**config.mk**
```make
export PLATFORM = sky130hd
export DESIGN_NAME = bitcell_array_ctrl
export DESIGN_NICKNAME = d
export VERILOG_FILES = /design/src/rtl/bitcell_array_ctrl.sv
export SDC_FILE = /design/constraint.sdc
export NUM_CORES = 1
export LEC_CHECK = 0
export ABC_AREA = 1
export CAP_MARGIN = 10
export CORE_AREA = 4 4 74 76
export DETAILED_ROUTE_END_ITERATION = 8
export DIE_AREA = 0 0 78 80
export SYNTH_ARGS = -nofsm -noshare
export SYNTH_HDL_FRONTEND = slang
export SYNTH_SLANG_ARGS = --single-unit
```
**constraint.sdc**
```tcl
create_clock -name clk -period 1.8 [get_ports clk]
set_input_delay 0.18 -clock clk [delete_from_list [all_inputs] [get_ports clk]]
set_output_delay 0.18 -clock clk [all_outputs]
set_load 0.01 [all_outputs]
```
**src/rtl/bitcell_array_ctrl.sv**
```systemverilog
// bitcell_array_ctrl: sequences word read/write requests onto a NAND-latch bitcell array,
// framing every sel pulse with a setup and a hold cycle so r_w/in never move under sel.
module bitcell_array_ctrl #(
  parameter int WORDS        = 4,
  parameter int WIDTH        = 8,
  parameter int ADDR_W       = 2,
  parameter int WRITE_CYCLES = 2
) (
  input  logic              clk,
  input  logic              rst_n,
  input  logic              req_valid,
  output logic              req_ready,
  input  logic              req_we,
  input  logic [ADDR_W-1:0] req_addr,
  input  logic [WIDTH-1:0]  req_wdata,
  output logic              rsp_valid,
  input  logic              rsp_ready,
  output logic [WIDTH-1:0]  rsp_rdata,
  output logic              rsp_err,
  output logic              cell_r_w,
  output logic [WORDS-1:0]  cell_sel,
  output logic [WIDTH-1:0]  cell_in,
  input  logic [WIDTH-1:0]  cell_out
);
  localparam int CW = $clog2(WRITE_CYCLES) + 1;
  typedef enum logic [2:0] {IDLE, SETUP, ACCESS, HOLD, RESP} state_t;
  state_t r_state, w_next;
  logic              r_we;
  logic [ADDR_W-1:0] r_addr;
  logic [WIDTH-1:0]  r_wdata;
  logic [CW-1:0]     r_cnt;
  logic              w_accept, w_we, w_legal, w_drive, w_r_w, w_valid, w_err;
  logic [ADDR_W-1:0] w_addr;
  logic [WIDTH-1:0]  w_wdata, w_in, w_rdata;
  logic [WORDS-1:0]  w_sel;
  assign req_ready = rst_n && r_state == IDLE;
  assign w_accept  = req_valid && req_ready;
  // outputs are registered from the next state, so the accept edge must see the incoming request
  assign w_we      = w_accept ? req_we : r_we;
  assign w_addr    = w_accept ? req_addr : r_addr;
  assign w_wdata   = w_accept ? req_wdata : r_wdata;
  assign w_legal   = int'(w_addr) < WORDS;
  always_ff @(posedge clk or negedge rst_n) begin
    if (!rst_n) begin
      r_state <= IDLE;
      r_we    <= 1'b0;
      r_addr  <= '0;
      r_wdata <= '0;
      r_cnt   <= '0;
    end else begin
      r_state <= w_next;
      if (w_accept) begin
        r_we    <= req_we;
        r_addr  <= req_addr;
        r_wdata <= req_wdata;
      end
      r_cnt <= r_state == ACCESS ? r_cnt - 1'b1 : (r_we ? CW'(WRITE_CYCLES - 1) : '0);
    end
  end
  always_comb begin
    w_next = r_state;
    case (r_state)
      IDLE:    if (w_accept) w_next = SETUP;
      SETUP:   w_next = ACCESS;
      ACCESS:  if (r_cnt == '0) w_next = HOLD;
      HOLD:    w_next = RESP;
      RESP:    if (rsp_ready) w_next = IDLE;
      default: w_next = IDLE;
    endcase
  end
  always_comb begin
    w_drive = w_next inside {SETUP, ACCESS, HOLD};
    w_r_w   = w_drive && w_we;
    w_in    = w_r_w ? w_wdata : '0;
    w_sel   = (w_next == ACCESS && w_legal) ? WORDS'(1) << w_addr : '0;
    w_valid = w_next == RESP;
    w_err   = w_valid && !w_legal;
    w_rdata = (r_state == ACCESS && w_next == HOLD && !r_we && w_legal) ? cell_out :
              (w_valid ? rsp_rdata : '0);
  end
  always_ff @(posedge clk or negedge rst_n) begin
    if (!rst_n) begin
      cell_r_w  <= 1'b0;
      cell_sel  <= '0;
      cell_in   <= '0;
      rsp_valid <= 1'b0;
      rsp_err   <= 1'b0;
      rsp_rdata <= '0;
    end else begin
      cell_r_w  <= w_r_w;
      cell_sel  <= w_sel;
      cell_in   <= w_in;
      rsp_valid <= w_valid;
      rsp_err   <= w_err;
      rsp_rdata <= w_rdata;
    end
  end
endmodule

```
Word-level counts from Yosys, hierarchy flattened --
Cells that the tools add are included.
Cells by class: add/subtract/negate cells 1, multiply operators 0, divide/modulo/power cells 0, $lt $le $gt $ge 0, eq/ne operators 9, shift operators 1, multiplexer cells 13, bitwise gates (word level) 0, reductions and logical operators 9
Operators by type and width (number):
- $mux W8 | 4
- $pmux W3 S5 | 1
- $eq A3 B2 Y1 const B | 4
- $mux W3 | 3
- $eq A3 B1 Y1 const B | 2
- $eq A3 B3 Y1 const B | 2
- $logic_and A1 B1 Y1 | 5
- $mux W2 | 2
- $mux W4 | 1
- $shl A1 B2 Y4 const A | 1
- $logic_not A3 Y1 | 1
- $reduce_bool A3 Y1 | 1
- $logic_not A2 Y1 | 1
- $mux W1 | 2
- $ne A2 B1 Y1 const B | 1
- $sub A2 B1 Y2 const B | 1
- $logic_not A1 Y1 | 1
Word-level totals: register bits after elaboration 38, bits in latches 0, memory bits (writable) 0, ROM bits 0, bits of input ports 23, logic and storage cells 43, memories kept 0

Logic depth before layout (Yosys ltp) --
Gate-level depths: netlist of the first run.
depth after elaboration 9, gate-level depth with buffers 8

Least setup slack after synthesis of the first run --
Ideal clock, no wire load.
path kind register to register, start point register r_state[1], end point register cell_sel[0], setup time 117 ps, arrival time 1060 ps, path slack 623 ps, stages on the path, launching flop included 8, period minus slack after synthesis 1177 ps, cell sequence dfrtp_1 -> nor2_4 -> nand3_4 -> buf_6 -> nand2_2 -> nand2_2 -> nand2_1 -> nor2_1
On the way: longest elaborated chain between the ends 7, elaborated cells between the ends (all ways) 15, those cells by class eq/ne: 5; shift: 1; mux: 6; reduce/logical: 3
Ends and longest elaborated chain:
- from (decl) | RTL line 27 | state_t r_state, w_next;
- from (signal assigned) | RTL line 51 | r_state <= w_next;
- $logic_not A3 Y1 | RTL line 36, 62
- $logic_and A1 B1 Y1 | RTL line 36 | assign req_ready = rst_n && r_state == IDLE;
- $logic_and A1 B1 Y1 | RTL line 37 | assign w_accept = req_valid && req_ready;
- $mux W3 | RTL line 63 | IDLE: if (w_accept) w_next = SETUP;
- $pmux W3 S5 | RTL line 62 | case (r_state)
- $eq A3 B2 Y1 | RTL line 75 | w_sel = (w_next == ACCESS && w_legal) ? WORDS'(1) << w_addr : '0;
- $mux W4 * | RTL line 75
- net w_sel[0] | RTL line 35 | logic [WORDS-1:0] w_sel;
- to (signal assigned) | RTL line 91 | cell_sel <= w_sel;
- to (decl) | RTL line 21 | output logic [WORDS-1:0] cell_sel,
Mark *: on every way through the listed nets, which the timed path passes. The rest lies on a longest branch. A chain may end at the register's enable or synchronous reset.

Final worst setup path of the first run --
start point register r_state[1], end point register cell_sel[2]
On the way: elaborated cells between the ends (all ways) 15, those cells by class eq/ne: 5; shift: 1; mux: 6; reduce/logical: 3
RTL lines:
- $logic_not A3 Y1 | RTL line 36
- $logic_and A1 B1 Y1 | RTL line 36
- $logic_and A1 B1 Y1 | RTL line 37
- $mux W2
- net w_addr[1] | RTL line 33 | logic [ADDR_W-1:0] w_addr;
- $shl A1 B2 Y4 | RTL line 75
- $mux W4 | RTL line 75
- net w_sel[2] | RTL line 35
The timed path passes the listed nets, and every way through them passes these cells.

==> flow_summary.ini, run 1 <==
[die]
die_height_um = 80
design.die.area_um2 = 6240
core_region_area_um2 = 4720
effective_utilization_at_floorplan_pct = 34.6
floorplan.rows = 25
design.portCount = 47
die_w_um = 78

[detailed_routing]
detailroute.via_count = 1130
routed_via_density = 4.04
detail_route.iter0.violations = 23
drt_drc_violations_left = 0
antenna_violating_nets_post_route = 0
drtPass1Iterations = 4
wirelength_mm = 2.96
avgRoutedWirePerCell_um = 10.6

[power]
leakage_power_of_the_design_nw = 1.14
ir_worst_vdd_uv = 415
power-per-cell-area_nw_per_um2 = 1430

[finish]
multi_input_area_um2 = 526
number_of_nets_in_the_final_layout = 238
finalInstanceArea_um2 = 2250
diodes = 0
drive_above_1_share_pct = 21.1
area_growth_pct = 37.7
fillCellCount = 451
regArea_um2 = 951

[placement]
port_buffers = 45
placement.cell_area_um2 = 2150
detailed_place_hpwl_mm = 2.13
place_congestion = 0.709

[clock_network]
worstSkewPairLatency_ps = 280
tritoncts = built
cts_inserted_buffers = 5
h_tree_lvls = 2
cts_root_buf = clkbuf_8
cts_max_path_buffers = 2
cts.clk_slew.worst_paths_ps = 70
tritoncts_num_sinks = 38

[grt]
number_of_antenna_violations_at_the_first_check_in_global_routing = 0
grt_overflow_total = 0
grt_start_max_net_pins = 39
global_route.usage.total_pct = 10.3
grt_pass1_vias = 1099
grt_first_pass_wirelength_mm = 4.97

[critical_path]
crit_chain = nor2_4 -> nand3_4 -> buf_4 -> nand2_1 -> nand2_1 -> nand2_1 -> nor2_1
worst_path_most_repeated_cell = nand2_1
criticalPathCategory = flip-flop to flip-flop
worst_path_dominant_cell_family = simple AND/OR/NAND/NOR gates
crit_path_slowest_cell = dfrtp_1
crit_path_start_kind = flip-flop
required_ps = 1970
worst-path-buf-inv = 1
worstPathArrival_ps = 1580
critPathMaxFanout = 21
timing.critical_path.slowest_cell_delay_ps = 440
cp-end-kind = flip-flop

[synthesis]
fraction_of_the_yosys_area_taken_by_sequential_cells_pct = 58.2
synthesis.area_per_instance_um2 = 10.1
number_of_standard_cells_after_synthesis = 162
yosysWarningCount = 0
distinct_cell_type_count_after_synthesis = 20
post_synth_instance_area_um2 = 1630
synth.ff_latch_count = 38
synthesis.nets = 186

[sta]
final_setup_violations = 0
drv_slew = 0
clock_skew_ps = 3.90
final.min_clock_period_ps = 1410
setup_tns_ps = 0
hold_fails_final_rpt = 0
clock.fmax_ghz = 0.710
fin_crit_sh_pct = 78.3
grt_setup_unrepaired = false

[status]
status = complete, no violations

[job]
cap_violations = 0

[min_path]
hold_class = primary input to flip-flop
-- report_power, final --
part	leakage [nW]	total, mW	switching [mW]	internal [mW]
sequential	0.489	1.30	0.137	1.17
combinational	0.612	1.35	0.728	0.620
clock	0.0431	0.562	0.267	0.295
total	1.14	3.21	1.13	2.08
-- cells in the mapped netlist, drive strengths merged --
cell     n  area [um^2]
clkinv   1         5.00
conb     1         3.75
buf      3         30.0
nand3    5         42.5
nand4    5         31.3
dfrtp   38          951
inv     34          128
nor2    16         75.1
nand3b   2         27.5
nand2   38          175
nor4     1         6.26
o21ai   17          145
ha       1         12.5
-- through the flow --
step | power (mW) | util, % | setup slack, ps | instances | hold WS, ps
floorplan | 2.15 | - | 623 | 162 | -116
global placement | 2.67 | 45.5 | 254 | 273 | 306
detailed placement | 2.68 | 45.5 | 225 | 273 | 300
CTS | 3.26 | 47.4 | 6.66 | 280 | 355
global route | 3.47 | 47.6 | 249 | 280 | 410
finish | 3.21 | 47.6 | 391 | 280 | 364
-- final timing paths --
check	from	endpoint	slack (ps)	cells after the start
setup / recovery	r_state[1]$_DFF_PN0_	cell_sel[2]$_DFF_PN0_	390	7
hold / removal	rst_n	r_state[0]$_DFF_PN0_	360	5
setup reg to reg	r_state[1]$_DFF_PN0_	cell_sel[2]$_DFF_PN0_	390	7
hold reg to reg	r_cnt[0]$_DFF_PN0_	r_cnt[0]$_DFF_PN0_	470	1
max in group asynchronous	rst_n	cell_in[7]$_DFF_PN0_	960	3
min in group asynchronous	rst_n	cell_sel[3]$_DFF_PN0_	510	3
-- final cells by class --
type / count / area share [%]
multi-input cells: 86 / 23.4
well taps: 67 / 3.73
clock buffers: 6 / 3.67
inverters: 35 / 5.90
repair buffers: 48 / 21.0
flip-flops and latches: 38 / 42.3
-- routing by layer --
layer | up-vias | routed length (um) | GRT usage, %
met5 | - | 0 | 0
met1 | 504 | 1340 | 12.8
met2 | 33 | 1370 | 16.2
li1 | 589 | - | -
met4 | 0 | 40 | 3.67
met3 | 4 | 212 | 4.29
-- sequential cells by signal, summed over array words and instances, names as in the netlist --
signal and count:
rsp_rdata 8, r_wdata 8, cell_r_w 1, r_we 1
r_addr 2, r_state 3, rsp_valid 1, r_cnt 2
cell_sel 4, cell_in 8
-- cell families after synthesis --
| kind of cell | Yosys count | synth area share, % |
|---|---|---|
| simple gates | 67 | 21.9 |
| compound gates | 17 | 8.89 |
| other cells | 1 | 0.230 |
| fa+ha+maj | 1 | 0.766 |
| buf+inv | 38 | 9.96 |
| flops | 38 | 58.2 |
-- what timing repair did --
action,CTS,global route
buffers inserted,0,0
gates resized for setup,0,2
hold buffers,1,0
setup endpoints to repair,0,1
endpoints found under the hold margin,38,0
-- worst min-delay path: stages --
cell,delay [ps]
buf_2,110
inv_1,120
nor2_4,70
nand3_4,70
nand2_1,60
-- cell usage in the layout, fill, tap and decap left out --
cell,synthesis,final
clkbuf_8,0,6
dfrtp_1,38,38
inv_1,34,34
nand3_4,1,1
nor4_2,0,1
nand3_1,3,3
clkinv_2,1,1
dlygate4sd3_1,0,1
nand2_1,25,25
buf_4,1,2
nand3b_1,1,1
nand3b_4,1,1
dlymetal6s2s_1,0,1
nand3_2,1,1
conb_1,1,1
nor2_1,14,14
o21ai_0,1,1
o21ai_2,16,16
clkdlybuf4s50_1,0,43
buf_2,0,1
ha_1,1,1
nand4_1,5,5
nor2_4,2,2
nand2_2,13,13
Note: power is estimated with default switching activity, not from simulation.
==> run 2, diff against run 1 <==
clock period = 1.2 ns   (was 1.8 ns; I/O delays follow)
==> flow_summary.ini, run 2 (synthesis results as in run 1) <==
[finish]
reg.largest.list = cell_in: 8 flops, r_wdata: 8 flops, rsp_rdata: 8 flops
layout.cells.most_common = dfrtp_1
multi_input_area_um2 = 611
diodes = 0
regArea_um2 = 951
final_util_pct = 52.6
layoutNonFillerInstCount = 299
final_cell_mix = 38 x dfrtp_1, 32 x inv_1, 22 x dlygate4sd2_1
area_growth_pct = 52.3
number_of_nets_in_the_final_layout = 255
fillCellCount = 442
drive_above_1_share_pct = 33.6

[min_path]
hold_class = primary input to flip-flop

[placement]
port_buffers = 45
place_congestion = 0.751
detailed_place_hpwl_mm = 2.27
dp_cells = 284

[detailed_routing]
detailroute.via_count = 1206
drt_drc_violations_left = 0
detail_route.iter0.violations = 23
avgRoutedWirePerCell_um = 10.9
wirelength_mm = 3.26
antenna_violating_nets_post_route = 0
drtPass1Iterations = 4
routed_via_density = 4.03

[sta]
clock.fmax_ghz = 0.767
worst_slack_ps = -104
finalHoldWorstSlack_ps = 383
fin_crit_sh_pct = 109
clock_skew_ps = 4.10
setup_tns_ps = -2440
drv_slew = 0
final.min_clock_period_ps = 1300
final_setup_violations = 32
grt_setup_unrepaired = true
hold_fails_final_rpt = 0

[grt]
grt_overflow_total = 0
number_of_antenna_violations_at_the_first_check_in_global_routing = 0
global_route.usage.total_pct = 11.1
gr-usage-met3_pct = 4.63
grt_first_pass_wirelength_mm = 5.38
grt_use_met1_pct = 13.1
grt_start_max_net_pins = 39
grt_pass1_vias = 1192
grt_util_met2_pct = 18.7
grt.busiest_layer = met2

[die]
floorplan.rows = 25
core_region_area_um2 = 4720
die_w_um = 78
effective_utilization_at_floorplan_pct = 34.6
die_height_um = 80
design.portCount = 47
design.die.area_um2 = 6240

[clock_network]
cts_root_buf = clkbuf_8
h_tree_lvls = 2
cts.clk_slew.worst_paths_ps = 70
cts_max_path_buffers = 2
cts_inserted_buffers = 5
tritoncts_num_sinks = 38
tritoncts = built
worstSkewPairLatency_ps = 280

[critical_path]
critPathMaxFanout = 17
worstPathArrival_ps = 1470
crit_path_start_kind = flip-flop
criticalPathCategory = flip-flop to flip-flop
required_ps = 1370
cp-end-kind = flip-flop

[job]
cap_violations = 0

[power]
power-per-cell-area_nw_per_um2 = 2250
ir_worst_vdd_uv = 969
fin_total_pwr_mw = 5.59
leakage_power_of_the_design_nw = 1.36

[status]
violations = negative setup slack
status = finished with violations
-- run 2: cell count changes in the layout (fill, tap and decap cells not counted), moves of 5 or more --
cell,delta
buf_4,+9
clkdlybuf4s50_1,-22
buf_6,+5
nand2_1,-11
nand2_4,+5
dlygate4sd2_1,+22
nand2_2,+7
-- run 2: timing repair --
action	4_1_cts	5_1_grt
pin swaps	2	9
cloned	1	0
setup endpoints to repair	54	34
hold buffers	1	0
hold endpoints to repair	38	0
gates resized for setup	33	23
buffers inserted	2	3
-- run 2: layout make-up --
class | instances | area share, %
well taps | 67 | 3.37
repair buffers | 64 | 24.2
clock buffers | 7 | 3.07
clock inverters | 1 | 1.21
flip-flops and latches | 38 | 38.2
inverters | 35 | 5.33
multi-input cells | 87 | 24.6
-- run 2: final timing paths --
path / from / to / slack, ps / depth (start not counted)
setup / recovery: r_state[1]$_DFF_PN0_ / cell_in[5]$_DFF_PN0_ / -100 / 6
min in group asynchronous: rst_n / r_state[2]$_DFF_PN0_ / 450 / 3
hold / removal: cell_out[3] / rsp_rdata[3]$_DFFE_PN0P_ / 380 / 3
max in group asynchronous: rst_n / rsp_rdata[2]$_DFFE_PN0P_ / 420 / 3
hold reg to reg: r_cnt[0]$_DFF_PN0_ / r_cnt[0]$_DFF_PN0_ / 460 / 1
setup reg to reg: r_state[1]$_DFF_PN0_ / cell_in[5]$_DFF_PN0_ / -100 / 6
-- run 2: stage by stage --
stage | worst slack [ps] | instance area, um^2
finish | -104 | 2490
global route | -177 | 2490
CTS | -108 | 2380
detailed placement | -165 | 2250
global placement | -128 | 2250
floorplan | 22.8 | 1630
-- run 2: power by group --
part           total [mW]  switching [mW]  internal, mW
clock network        1.05           0.424         0.622
registers            1.92           0.176          1.75
logic                2.62            1.40          1.22
-- run 2: worst max-delay path, cell delays in order (launching register included) --
cell and delay [ps]:
dfrtp_1 390, buf_6 130, nor2_4 130, nand3_4 140, buf_12 200, o21ai_2 140
nor2_1 70
-- run 2: per-layer routing --
| layer | wire (um) | part of all wire [%] |
|---|---|---|
| met4 | 22 | 0.67 |
| met3 | 179 | 5.5 |
| met5 | 0 | 0 |
| met1 | 1460 | 45 |
| met2 | 1600 | 49 |
